**config.mk**
```make
export PLATFORM = sky130hd
export DESIGN_NAME = texture_sampler
export DESIGN_NICKNAME = d
export VERILOG_FILES = /design/src/rtl/texture_sampler.sv
export SDC_FILE = /design/constraint.sdc
export NUM_CORES = 1
export LEC_CHECK = 0
export CORE_ASPECT_RATIO = 2
export CORE_UTILIZATION = 35
export DETAILED_ROUTE_END_ITERATION = 6
export PLACE_DENSITY = 0.79
export SLEW_MARGIN = 15
export SYNTH_ARGS = -nofsm -noshare
export SYNTH_HDL_FRONTEND = slang
export SYNTH_SLANG_ARGS = --single-unit
```
**constraint.sdc**
```tcl
create_clock -name i_clk -period 1.9 [get_ports i_clk]
set_input_delay 0.19 -clock i_clk [delete_from_list [all_inputs] [get_ports i_clk]]
set_output_delay 0.19 -clock i_clk [all_outputs]
set_load 0.02 [all_outputs]
```
**src/rtl/texture_sampler.sv**
```systemverilog
// Texture read client: (u,v) fixed-point request -> row-major texel address -> registered texel out.
// Define TEXTURE_SAMPLER_CLAMP_EN for clamp addressing; the default build wraps.
module texture_sampler #(
  parameter int TEX_W_LOG2 = 7,
  parameter int TEX_H_LOG2 = 7,
  parameter int FRAC_BITS  = 4,
  parameter int ADDR_W     = 14
) (
  input  logic              i_clk,
  input  logic              i_reset,
  input  logic              i_req_valid,
  output logic              o_req_ready,
  input  logic [15:0]       i_u,
  input  logic [15:0]       i_v,
  output logic [ADDR_W-1:0] o_tex_address,
  output logic              o_tex_write_enable,
  input  logic [7:0]        i_tex_data,
  output logic              o_texel_valid,
  input  logic              i_texel_ready,
  output logic [7:0]        o_texel,
  output logic              o_busy
);

  typedef enum logic [1:0] {S_IDLE, S_FETCH, S_CAPTURE, S_OUT} state_e;

  state_e              state_q, state_d;
  logic [ADDR_W-1:0]   addr_q, addr_d;
  logic [7:0]          texel_q, texel_d;
  logic                accept;

  logic signed [15:0]    tu, tv;
  logic [TEX_W_LOG2-1:0] tu_idx;
  logic [TEX_H_LOG2-1:0] tv_idx;

  // Arithmetic shift floors toward -inf, so fractions truncate the same way for negatives.
  assign tu = $signed(i_u) >>> FRAC_BITS;
  assign tv = $signed(i_v) >>> FRAC_BITS;

`ifdef TEXTURE_SAMPLER_CLAMP_EN
  localparam logic signed [15:0] U_MAX = 16'((1 << TEX_W_LOG2) - 1);
  localparam logic signed [15:0] V_MAX = 16'((1 << TEX_H_LOG2) - 1);

  always_comb begin
    tu_idx = tu[TEX_W_LOG2-1:0];
    if (tu < 0)          tu_idx = '0;
    else if (tu > U_MAX) tu_idx = '1;
    tv_idx = tv[TEX_H_LOG2-1:0];
    if (tv < 0)          tv_idx = '0;
    else if (tv > V_MAX) tv_idx = '1;
  end
`else
  logic unused_hi_bits;
  assign tu_idx = tu[TEX_W_LOG2-1:0];
  assign tv_idx = tv[TEX_H_LOG2-1:0];
  assign unused_hi_bits = ^{tu[15:TEX_W_LOG2], tv[15:TEX_H_LOG2]};
`endif

  // state register
  always_ff @(posedge i_clk) begin
    if (i_reset) begin
      state_q <= S_IDLE;
      addr_q  <= '0;
      texel_q <= '0;
    end else begin
      state_q <= state_d;
      addr_q  <= addr_d;
      texel_q <= texel_d;
    end
  end

  assign o_req_ready = !i_reset &&
                       ((state_q == S_IDLE) || ((state_q == S_OUT) && i_texel_ready));
  assign accept      = o_req_ready && i_req_valid;

  // next-state
  always_comb begin
    state_d = state_q;
    addr_d  = addr_q;
    texel_d = texel_q;
    if (accept) addr_d = {tv_idx, tu_idx};
    case (state_q)
      S_IDLE:    if (accept) state_d = S_FETCH;
      S_FETCH:   state_d = S_CAPTURE;
      S_CAPTURE: begin
        texel_d = i_tex_data;
        state_d = S_OUT;
      end
      S_OUT: begin
        // Back-to-back: a request taken on the release edge skips IDLE.
        if (i_texel_ready) state_d = accept ? S_FETCH : S_IDLE;
      end
      default:   state_d = S_IDLE;
    endcase
  end

  // outputs
  always_comb begin
    o_tex_address      = addr_q;
    o_tex_write_enable = 1'b0;
    o_texel            = texel_q;
    o_texel_valid      = (state_q == S_OUT);
    o_busy             = (state_q != S_IDLE);
  end

endmodule

```
* After elaboration in Yosys (flattened, before gate mapping) *
Index checks and enable logic that the tools add are counted.

word-level totals
  register bits = 24
  bits of input ports = 44
  output and inout port bits = 26
  logic and storage cells = 20

cells by class
  eq/ne operators = 5
  mux-type cells = 4
  reduce and logical (&&, ||, !) cells = 8

operator list
  operator                                                                 count
  2-bit case mux with 4 select lines                                       1
  2-bit == test, second input constant                                     2
  2-bit two-way mux                                                        2
  1-bit logical AND                                                        3
  2-bit by 1-bit == test with 1-bit output, second input constant          1
  2-bit zero test                                                          1
  2-bit by 1-bit inequality test with 1-bit output, second input constant  1
  2-bit inequality test, second input constant                             1
  2-bit AND reduction                                                      1
  2-bit nonzero test                                                       1
  1-bit zero test                                                          1
  1-bit logical OR                                                         1
  1-bit two-way mux                                                        1

* Depth between registers and ports, before layout *
Gate-level depths: netlist of run 1.

  word-level depth = 8
  depth in mapped cells = 6

* Worst setup path before layout of run 1 *
No wires, ideal clock.

  path type = reg2reg
  start point = register state_q[1]
  end point = register addr_q[10], in the netlist o_tex_address[10]
  library setup time = 0.121 ns
  data arrival time = 1.553 ns
  required time = 1.779 ns
  path slack = 0.226 ns
  cell stages (with the launch flop) = 6
  path buffers = 1
  period minus slack after synthesis = 1.674 ns
  path through = dfxtp_1 -> ha_1 -> a21oi_2 -> nor3b_4 -> buf_6 -> mux2_2

on the way
  word-level cells in the longest chain between the ends = 5
  elaborated cells on any way between the ends = 6
  those cells by class = eq/ne (1); reduce/logical (5)

RTL lines
  item                    line  RTL
  start, declared         26    state_e state_q, state_d;
  start signal, assigned  65    state_q <= state_d;
  2-bit == test           n/a
  net o_texel_valid       18    output logic o_texel_valid,
  1-bit logical AND       72    ((state_q == S_IDLE) || ((state_q == S_OUT) && i_texel_ready));
  1-bit logical OR        72
  1-bit logical AND       71    assign o_req_ready = !i_reset &&
  1-bit logical AND       73    assign accept = o_req_ready && i_req_valid;
  end signal, assigned    66    addr_q <= addr_d;
  end, declared           27    logic [ADDR_W-1:0] addr_q, addr_d;

The timed path passes the listed nets, and every way through them passes these cells.
A chain may end at the register's enable or synchronous reset.

* Worst setup path after layout of run 1 *
  start point = register state_q[1]
  end point = output port o_req_ready

on the way
  word-level cells in the longest chain between the ends = 4
  elaborated cells on any way between the ends = 5
  those cells by class = eq/ne (1); reduce/logical (4)

RTL lines
  item                   line  RTL
  2-bit == test          72
  1-bit logical AND      72
  1-bit logical OR (*)   72
  1-bit logical AND (*)  71
  end, declared          12    output logic o_req_ready,

Mark *: on every way between the ends. The rest lies on a longest branch, timed or not.

==> results of run 1 <==
## worst paths after layout
check,to,slack (ps),cells after the start
setup / recovery,o_req_ready,160,5
hold / removal,o_texel[7],500,2
setup reg to reg,o_tex_address[3],300,6
hold reg to reg,o_texel[7],500,2
## area by class of cell
class / count / area, um^2 / area share
repair buffers: 53 / 537 / 0.330
multi-input cells: 62 / 503 / 0.309
flip-flops and latches: 24 / 480 / 0.295
clock buffers: 4 / 55.1 / 0.0338
well taps: 29 / 36.3 / 0.0223
inverters: 4 / 15.0 / 0.00923
## cells by family (layout without fill, tap and decap cells)
logic type / after synthesis / in the layout / synth area share
AND/OR/NAND/NOR: 29 / 29 / 0.165
flip-flops: 24 / 24 / 0.465
multiplexers: 22 / 22 / 0.230
buffers and inverters: 9 / 61 / 0.0473
AO/OA/AOI/OAI: 6 / 6 / 0.0400
adder cells (fa/ha/maj): 4 / 4 / 0.0485
other: 1 / 1 / 0.00363
## what timing repair did
action	in CTS	in global routing
buffers inserted	0	0
endpoints found under the setup margin	1	1
pin swaps	0	0
resized for setup	1	1
## where the power goes
part	switching (uW)	total [uW]	internal [uW]
logic	439	931	492
registers	62.7	689	626
clock network	151	335	184
## critical path, delay by kind of cell (launching register included)
kind / cells / cell delay, ps
compound gates: 1 / 190
fa+ha+maj: 1 / 240
buf+inv: 2 / 420
flops: 1 / 390
simple gates: 1 / 60
## placed cells by master, fill, tap and decap left out, types with 2 or more instances in the layout
cell             count
buf_4                2
clkbuf_8             4
clkdlybuf4s50_1     48
dfxtp_1             24
ha_1                 4
inv_1                4
mux2_2              14
mux2i_1              8
nor2_1              10
nor2b_1             14
## layer usage
metal / up-vias / GRT usage / wire (um) / part of all wire
met5: - / 0 / 0 / 0
met3: 4 / 0.0335 / 154 / 0.069
met1: 386 / 0.146 / 731 / 0.33
li1: 415 / - / - / -
met2: 36 / 0.290 / 1280 / 0.58
met4: 0 / 0.0667 / 52 / 0.023
## stage by stage
stage / area (um^2) / total power, uW / std cells
after global routing: 1630 / 2090 / 176
after detailed placement: 1570 / 1650 / 172
after global placement: 1570 / 1610 / 172
after CTS: 1620 / 1990 / 176
after floorplan: 1030 / 1250 / 95
final: 1630 / 1960 / 176
## flip-flops by register name, indices dropped and copies added, names as in the netlist
register / cells
o_tex_address: 14
o_texel: 8
state_q: 2
==> results_tabular.tex, run 1 <==
\begin{tabular}{lr}
\hline
Metric & Value \\
\hline
\multicolumn{2}{l}{\textbf{GRT}} \\
First-pass GRT wire length & 3570 um \\
Number of antenna violations at the first check in global routing & 0 \\
Largest net degree at the start of global routing & 16 \\
Aggregate global-route resource usage & 0.157 \\
Vias in the first global route & 869 \\
Residual overflow from global routing & 0 \\
\multicolumn{2}{l}{\textbf{Timing}} \\
Max-slew violations & 0 \\
Clock skew & 2.83 ps \\
Fin. Hold Viols & 0 \\
Unrepaired setup endpoints after global routing & no \\
Highest achievable clock rate & 0.574 GHz \\
Final period util & 0.917 \\
Minimum setup slack in the final design & 157 ps \\
Worst Hold Slack & 496 ps \\
Final Setup Violations & 0 \\
Post-route minimum period & 1740 ps \\
Total negative slack & 0 ps \\
\multicolumn{2}{l}{\textbf{Layout}} \\
\# nets final & 196 \\
Inserted Diodes & 0 \\
Growth of design area from synthesis to finish & 57.6\% \\
Post-layout util & 0.587 \\
Filler cell count in the final layout & 248 \\
Share of cells above drive strength 1 & 0.170 \\
\multicolumn{2}{l}{\textbf{Yosys}} \\
Dominant register cell in the synthesized netlist & dfxtp\_1 \\
Post-synth top area cell & dfxtp\_1 \\
Number of synthesized flops with an enable pin & 0 \\
Synthesized area per cell & 10.9 um\^{}2 \\
Most frequent cells after synthesis & dfxtp\_1 (24), mux2\_2 (14), nor2b\_1 (14) \\
Most frequent cell after synthesis & dfxtp\_1 \\
Synth top area share & 0.465 \\
Post-synthesis cell type count & 23 \\
Synth Instances & 95 \\
Number of flip-flops and latches in the synthesized netlist & 24 \\
Post-Synthesis Cell Area & 0.00103 mm\^{}2 \\
Top cells by area in the synthesized netlist & dfxtp\_1 (47\%), mux2\_2 (15\%), nor2b\_1 (8.5\%), mux2i\_1 (7.8\%), ha\_1 (4.8\%) \\
Share of async-settable or async-resettable flops after synthesis & 0 \\
Portion of the post-synthesis area used by sequential elements & 0.465 \\
Yosys warning count & 0 \\
Number of nets in the synthesized netlist & 143 \\
\multicolumn{2}{l}{\textbf{Floorplanning}} \\
Core Area & 0.00277 mm\^{}2 \\
Total number of placement rows & 27 \\
Total die area & 0.00318 mm\^{}2 \\
Vertical die dimension & 78.8 um \\
Die Width & 40.4 um \\
Initial core utilization & 0.373 \\
Count of pins on the block boundary & 70 \\
\multicolumn{2}{l}{\textbf{Routing}} \\
DR WL/cell & 12.6 um \\
Wire length after detailed routing & 2220 um \\
Number of vias per cell after detailed routing & 4.78 \\
Starting DRC count in detailed routing & 5 \\
Antenna violation net count after detailed routing & 0 \\
DRC viols & 0 \\
Vias & 841 \\
Number of detailed-routing iterations run before antenna repair & 4 \\
\multicolumn{2}{l}{\textbf{Worst setup path}} \\
Max stage delay on crit path & 390 ps \\
Launch point of the critical path & state\_q[1] \\
Arrival @ worst endpoint & 1550 ps \\
Critical Path End Type & output pin \\
Slowest cell on the critical path & dfxtp\_1 \\
Crit path max fanout & 4 \\
Worst reg2reg path startpoint & state\_q[0] \\
Series of cell instances along the critical path & inv\_1, ha\_1, a21oi\_2, nor2\_1, dlygate4sd2\_1 \\
Critical Setup Path Class & reg2out \\
Type of element launching the critical path & flip-flop \\
Endpoint required time on the critical path & 1710 ps \\
\multicolumn{2}{l}{\textbf{Clock network}} \\
Number of buffers added by the clock tree synthesis step & 3 \\
Insertion delay of the later-clocked pin in the worst-skew pair & 260 ps \\
Reg clk slew, reported paths & 80 ps \\
Buffer depth of the longest clock path & 2 \\
TritonCTS clock tree & built \\
Number of buffers inserted for hold repair after clock tree synthesis & 0 \\
CTS H-Tree Depth & 1 \\
Cell at the root of the clock tree & clkbuf\_8 \\
Clock sinks & 24 \\
\multicolumn{2}{l}{\textbf{Place}} \\
IO Port Bufs & 50 \\
Worst slack after detailed placement & 201 ps \\
Weighted congestion at the end of routability-driven global placement & 0.663 \\
Detail Placement HPWL & 1760 um \\
\multicolumn{2}{l}{\textbf{Hold path}} \\
Startpoint of the tightest hold check path & o\_texel[7] \\
Hold crit path type & reg2reg \\
\multicolumn{2}{l}{\textbf{Flow run}} \\
Number of max-cap violations & 0 \\
\multicolumn{2}{l}{\textbf{Power and ir drop}} \\
Leakage Power & 0.000653 uW \\
P per Cell Area & 1200 mW/mm\^{}2 \\
Worst voltage drop across the vdd grid & 0.585 mV \\
\multicolumn{2}{l}{\textbf{Outcome}} \\
Result of the run & completed \\
\hline
\end{tabular}
Note: power is estimated with default switching activity, not from simulation.
==> run 2, diff against run 1 <==
Settings changed: CORE_MARGIN from default to 5, CORE_UTILIZATION 35 to 37, PLACE_DENSITY 0.79 to 0.83.
Clock period 1.9 ns to 2.2 ns, I/O delays scaled along.
==> results_tabular.tex, run 2 (synthesis gave the netlist of run 1 again) <==
\begin{tabular}{lr}
\hline
Metric & Value \\
\hline
\multicolumn{2}{l}{\textbf{Power and ir drop}} \\
Combinational share of power & 0.490 (+0.014) \\
Leakage Power & 0.000629 uW (-3.8\%) \\
Share of total power in the clock network & 0.152 (-0.019) \\
Sw Share & 0.347 (+0.0135) \\
Sequential fraction of design power & 0.358 (+0.006) \\
P per Cell Area & 1040 mW/mm\^{}2 (-14\%) \\
Switching Power & 578 uW (-12\%) \\
Cell Int Power & 1080 uW (-17\%) \\
Worst voltage drop across the vdd grid & 0.428 mV (-27\%) \\
\multicolumn{2}{l}{\textbf{GRT}} \\
Number of antenna violations at the first check in global routing & 0 (unchanged) \\
First-pass GRT wire length & 4080 um (+14\%) \\
Vias in the first global route & 989 (+14\%) \\
Residual overflow from global routing & 0 (unchanged) \\
Aggregate global-route resource usage & 0.139 (-0.0174) \\
Largest net degree at the start of global routing & 15 (-1) \\
\multicolumn{2}{l}{\textbf{Floorplanning}} \\
Count of pins on the block boundary & 70 (unchanged) \\
Core Area & 0.00274 mm\^{}2 (-1.2\%) \\
Total die area & 0.00401 mm\^{}2 (+26\%) \\
Die Width & 47.4 um (+17\%) \\
Vertical die dimension & 84.7 um (+7.5\%) \\
Total number of placement rows & 27 (unchanged) \\
Initial core utilization & 0.377 (+0.00460) \\
\multicolumn{2}{l}{\textbf{Timing}} \\
Total negative slack & 0 ps (unchanged) \\
Worst Hold Slack & 502 ps (+6.14 ps) \\
Highest achievable clock rate & 0.496 GHz \\
Clock skew & 3.75 ps (+0.916 ps) \\
Unrepaired setup endpoints after global routing & no \\
Minimum setup slack in the final design & 185 ps (+27.4 ps) \\
Final period util & 0.916 \\
Fin. Hold Viols & 0 (unchanged) \\
Final Setup Violations & 0 (unchanged) \\
Max-slew violations & 0 (unchanged) \\
Post-route minimum period & 2020 ps \\
\multicolumn{2}{l}{\textbf{Routing}} \\
Wire length after detailed routing & 2620 um (+18\%) \\
Number of vias per cell after detailed routing & 4.97 (+4.0\%) \\
Vias & 870 (+3.4\%) \\
Number of detailed-routing iterations run before antenna repair & 3 (-1) \\
Antenna violation net count after detailed routing & 0 (unchanged) \\
Starting DRC count in detailed routing & 2 (-3) \\
DR WL/cell & 15.0 um (+19\%) \\
DRC viols & 0 (unchanged) \\
\multicolumn{2}{l}{\textbf{Worst setup path}} \\
Launch point of the critical path & state\_q[0] \\
Number of cells on the worst reg-to-reg path & 6 (unchanged) \\
Reg2reg setup slack & 540 ps (+240 ps) \\
Arrival @ worst endpoint & 1800 ps (+250 ps) \\
Endpoint required time on the critical path & 1980 ps (+270 ps) \\
Worst r2r dst & o\_tex\_address[0] \\
Critical Setup Path Class & reg2out \\
Type of element launching the critical path & flip-flop \\
Critical Path End Type & output pin \\
Worst reg2reg path startpoint & state\_q[0] \\
Crit path max fanout & 4 (unchanged) \\
\multicolumn{2}{l}{\textbf{Clock network}} \\
Buffer depth of the longest clock path & 2 (unchanged) \\
CTS H-Tree Depth & 1 (unchanged) \\
Clock sinks & 24 (unchanged) \\
Number of buffers inserted by post-CTS setup repair & 0 (unchanged) \\
Insertion delay of the later-clocked pin in the worst-skew pair & 260 ps (about the same) \\
Cell at the root of the clock tree & clkbuf\_8 \\
Reg clk slew, reported paths & 80 ps (about the same) \\
Number of buffers inserted for hold repair after clock tree synthesis & 0 (unchanged) \\
TritonCTS clock tree & built \\
Post-cts sizing count & 0 (-1) \\
Number of buffers added by the clock tree synthesis step & 3 (unchanged) \\
\multicolumn{2}{l}{\textbf{Place}} \\
Weighted congestion at the end of routability-driven global placement & 0.779 (+18\%) \\
Placed standard-cell area & 0.00156 mm\^{}2 (-0.80\%) \\
Worst slack after detailed placement & 429 ps (+228 ps) \\
Detail Placement HPWL & 2140 um (+22\%) \\
IO Port Bufs & 50 (unchanged) \\
\multicolumn{2}{l}{\textbf{Outcome}} \\
Result of the run & completed \\
\multicolumn{2}{l}{\textbf{Hold path}} \\
Hold crit path type & reg2reg \\
Worst hold stages & 2 (unchanged) \\
Startpoint of the tightest hold check path & o\_texel[4] \\
Min-Delay Endpoint & o\_texel[4] \\
\multicolumn{2}{l}{\textbf{Flow run}} \\
Number of max-cap violations & 0 (unchanged) \\
\multicolumn{2}{l}{\textbf{Layout}} \\
Post-layout instance area & 0.00160 mm\^{}2 (-1.7\%) \\
Most used cells in the layout excluding fill and tap cells & clkdlybuf4s50\_1 (50), dfxtp\_1 (24), nor2b\_1 (14), mux2\_2 (14), nor2\_1 (10) \\
Growth of design area from synthesis to finish & 54.9\% \\
Share of cells above drive strength 1 & 0.164 (-0.00568) \\
Inserted Diodes & 0 (unchanged) \\
\# nets final & 196 (unchanged) \\
Largest register FFs & 14 (unchanged) \\
Most frequent standard cell in the layout excluding fill and tap cells & clkdlybuf4s50\_1 \\
\hline
\end{tabular}
run 2: changes by cell type in the layout (fill, tap and decap cells not counted), sizes merged:
cell / delta
clkbuf: -1
dlymetal6s2s: -1
clkdlybuf4s50: +2
dlygate4sd2: -1
run 2: worst max path at each step:
stage	cells after the start	to	slack [ps]
2_1_floorplan	5	o_tex_address[10]	530
3_3_place_gp	4	o_req_ready	460
3_5_place_dp	4	o_req_ready	430
4_1_cts	5	o_req_ready	160
5_1_grt	5	o_req_ready	90
6_report	5	o_req_ready	180
run 2: critical path, stage by stage, from the launching register on:
cell and delay [ps]:
dfxtp_1 370, inv_1 110, ha_1 250, a21oi_2 200, nor2_1 60, clkdlybuf4s50_1 540
run 2: layout make-up:
| cell class | instances | area (um^2) |
|---|---|---|
| multi-input combinational | 62 | 503 |
| tap | 29 | 36.3 |
| fill | 249 | 1140 |
| timing repair buffer | 53 | 523 |
| clock buffer | 3 | 41.3 |
| sequential | 24 | 480 |
| inverter | 4 | 15.0 |
run 2: layer usage:
layer	global-route usage	vias to the layer above	wire length, um
li1	-	414	-
met1	0.115	414	849
met2	0.269	36	1490
met3	0.0300	6	211
met4	0.0705	0	70
met5	0	-	0
run 2: stage by stage:
stage          utilization  cells  power, uW
2_1_floorplan            -     95       1080
6_report             0.584    175       1660
5_1_grt              0.584    175       1760
4_1_cts              0.584    175       1680
3_5_place_dp         0.569    172       1430
3_3_place_gp         0.569    172       1380
run 2: power by group through the flow:
stage,Sequential (uW),Combinational (uW),Clock [uW]
finish,596,814,252
global route,609,873,274
CTS,597,827,261
detailed placement,607,824,0
global placement,597,782,0
floorplan,708,375,0
==> run 3, diff against run 2 <==
Settings changed: CELL_PAD_IN_SITES_DETAIL_PLACEMENT from default to 1, CELL_PAD_IN_SITES_GLOBAL_PLACEMENT from default to 2, CORE_MARGIN 5 to default, CORE_UTILIZATION 37 to 21, PLACE_DENSITY 0.83 to default, PLACE_DENSITY_LB_ADDON from default to 0.1, SKIP_LAST_GASP from default to 1.
==> results_tabular.tex, run 3 (synthesis gave the netlist of run 1 again) <==
\begin{tabular}{lr}
\hline
Metric & Value \\
\hline
\multicolumn{2}{l}{\textbf{Clock network}} \\
Buffer depth of the longest clock path & 2 (unchanged) \\
Post-cts sizing count & 0 (unchanged) \\
CTS H-Tree Depth & 1 (unchanged) \\
Clock sinks & 24 (unchanged) \\
Reg clk slew, reported paths & 80 ps (about the same) \\
Number of buffers inserted for hold repair after clock tree synthesis & 0 (unchanged) \\
Number of buffers inserted by post-CTS setup repair & 0 (unchanged) \\
Cell at the root of the clock tree & clkbuf\_8 \\
TritonCTS clock tree & built \\
Insertion delay of the later-clocked pin in the worst-skew pair & 270 ps (about the same) \\
Number of buffers added by the clock tree synthesis step & 3 (unchanged) \\
\multicolumn{2}{l}{\textbf{Layout}} \\
Share of cells above drive strength 1 & 0.164 (unchanged) \\
\# nets final & 195 (-0.51\%) \\
Final standard cell count with taps included and fillers excluded & 201 (+15\%) \\
Post-layout instance area & 0.00165 mm\^{}2 (+3.4\%) \\
Most used cells in the layout excluding fill and tap cells & clkdlybuf4s50\_1 (50), dfxtp\_1 (24), nor2b\_1 (14), mux2\_2 (14), nor2\_1 (10) \\
Growth of design area from synthesis to finish & 60.2\% \\
Largest register FFs & 14 (unchanged) \\
Inserted Diodes & 0 (unchanged) \\
Most frequent standard cell in the layout excluding fill and tap cells & clkdlybuf4s50\_1 \\
Filler cell count in the final layout & 546 (+120\%) \\
\multicolumn{2}{l}{\textbf{Place}} \\
Detail Placement HPWL & 2040 um (-4.7\%) \\
Placed standard-cell area & 0.00158 mm\^{}2 (+1.6\%) \\
Weighted congestion at the end of routability-driven global placement & 0.717 (-7.9\%) \\
IO Port Bufs & 50 (unchanged) \\
Worst slack after detailed placement & 394 ps (-35.0 ps) \\
Total placed cells including tap cells & 197 (+15\%) \\
\multicolumn{2}{l}{\textbf{Routing}} \\
Antenna violation net count after detailed routing & 0 (unchanged) \\
Starting DRC count in detailed routing & 8 (+6) \\
Vias & 841 (-3.3\%) \\
Number of vias per cell after detailed routing & 4.18 (-16\%) \\
Number of detailed-routing iterations run before antenna repair & 2 (-1) \\
DRC viols & 0 (unchanged) \\
DR WL/cell & 12.9 um (-14\%) \\
Wire length after detailed routing & 2600 um (-0.76\%) \\
\multicolumn{2}{l}{\textbf{GRT}} \\
Largest net degree at the start of global routing & 21 (+6) \\
Vias in the first global route & 855 (-14\%) \\
Residual overflow from global routing & 0 (unchanged) \\
Number of antenna violations at the first check in global routing & 0 (unchanged) \\
Aggregate global-route resource usage & 0.104 (-0.0348) \\
First-pass GRT wire length & 3950 um (-3.2\%) \\
\multicolumn{2}{l}{\textbf{Power and ir drop}} \\
Leakage Power & 0.000638 uW (+1.5\%) \\
P per Cell Area & 1080 mW/mm\^{}2 (+3.5\%) \\
Worst voltage drop across the vdd grid & 0.656 mV (+53\%) \\
\multicolumn{2}{l}{\textbf{Hold path}} \\
Startpoint of the tightest hold check path & o\_texel[7] \\
Hold crit path type & reg2reg \\
\multicolumn{2}{l}{\textbf{Timing}} \\
Unrepaired setup endpoints after global routing & no \\
Final Setup Violations & 0 (unchanged) \\
Highest achievable clock rate & 0.500 GHz (+0.77\%) \\
Minimum setup slack in the final design & 200 ps (+15.5 ps) \\
Post-route minimum period & 2000 ps (-15.5 ps) \\
Clock skew & 8.72 ps (+4.97 ps) \\
Fin. Hold Viols & 0 (unchanged) \\
Max-slew violations & 0 (unchanged) \\
Total negative slack & 0 ps (unchanged) \\
Final period util & 0.909 (-0.00702) \\
\multicolumn{2}{l}{\textbf{Floorplanning}} \\
Vertical die dimension & 101 um (+19\%) \\
Initial core utilization & 0.222 (-0.155) \\
Core Area & 0.00464 mm\^{}2 (+70\%) \\
Die Width & 51.6 um (+8.9\%) \\
Count of pins on the block boundary & 70 (unchanged) \\
Total die area & 0.00522 mm\^{}2 (+30\%) \\
Total number of placement rows & 35 (+30\%) \\
\multicolumn{2}{l}{\textbf{Worst setup path}} \\
Launch point of the critical path & state\_q[0] \\
Worst reg2reg path startpoint & state\_q[1] \\
Endpoint required time on the critical path & 1980 ps (about the same) \\
Critical Path End Type & output pin \\
Critical Setup Path Class & reg2out \\
Type of element launching the critical path & flip-flop \\
Arrival @ worst endpoint & 1780 ps (-20 ps) \\
Crit path max fanout & 4 (unchanged) \\
\multicolumn{2}{l}{\textbf{Outcome}} \\
Result of the run & completed \\
\multicolumn{2}{l}{\textbf{Flow run}} \\
Number of max-cap violations & 0 (unchanged) \\
\hline
\end{tabular}
[run 3: cell types whose count changed in the layout (fill, tap and decap cells not counted)]
cell and change:
buf_4 -1, bufinv_16 +1
[run 3: per-stage QoR]
step	utilization	power [uW]	hold WS [ps]
2_1_floorplan	-	1080	366
3_3_place_gp	0.341	1400	473
3_5_place_dp	0.341	1420	482
4_1_cts	0.356	1820	504
5_1_grt	0.356	1900	523
6_report	0.356	1780	493
[run 3: cell type report]
class                   instances  area [um^2]  area share
multi-input cells              62          503       0.304
well taps                      55         68.8      0.0416
clock buffers                   3         41.3      0.0250
repair buffers                 52          515       0.312
inverters                       4         15.0     0.00908
flip-flops and latches         24          480       0.290
clock inverters                 1         30.0      0.0182
[run 3: per-layer routing]
| layer | track usage | vias to the layer above | wire length (um) |
|---|---|---|---|
| met3 | 0.0240 | 2 | 153 |
| met1 | 0.0938 | 399 | 908 |
| met5 | 0 | - | 0 |
| li1 | - | 409 | - |
| met2 | 0.206 | 31 | 1510 |
| met4 | 0.0499 | 0 | 28 |
[run 3: worst max-delay path, stage by stage (launching register included)]
cell             delay [ps]
dfxtp_1                 370
inv_1                   110
ha_1                    250
a21oi_2                 180
nor2_1                   60
clkdlybuf4s50_1         550
[run 3: worst paths after layout]
check                       to  slack, ps  depth (start not counted)
max reg2reg  o_tex_address[11]        560                          5
min                 o_texel[7]        490                          2
max                o_req_ready        200                          5
min reg2reg         o_texel[7]        490                          2
[run 3: power breakdown]
group          internal [uW]  total (uW)  switching, uW  leakage [uW]
Clock                    243         387            144     0.0000357
Combinational            419         797            378      0.000406
Sequential               541         596           55.7      0.000197
Total                   1200        1780            578      0.000638
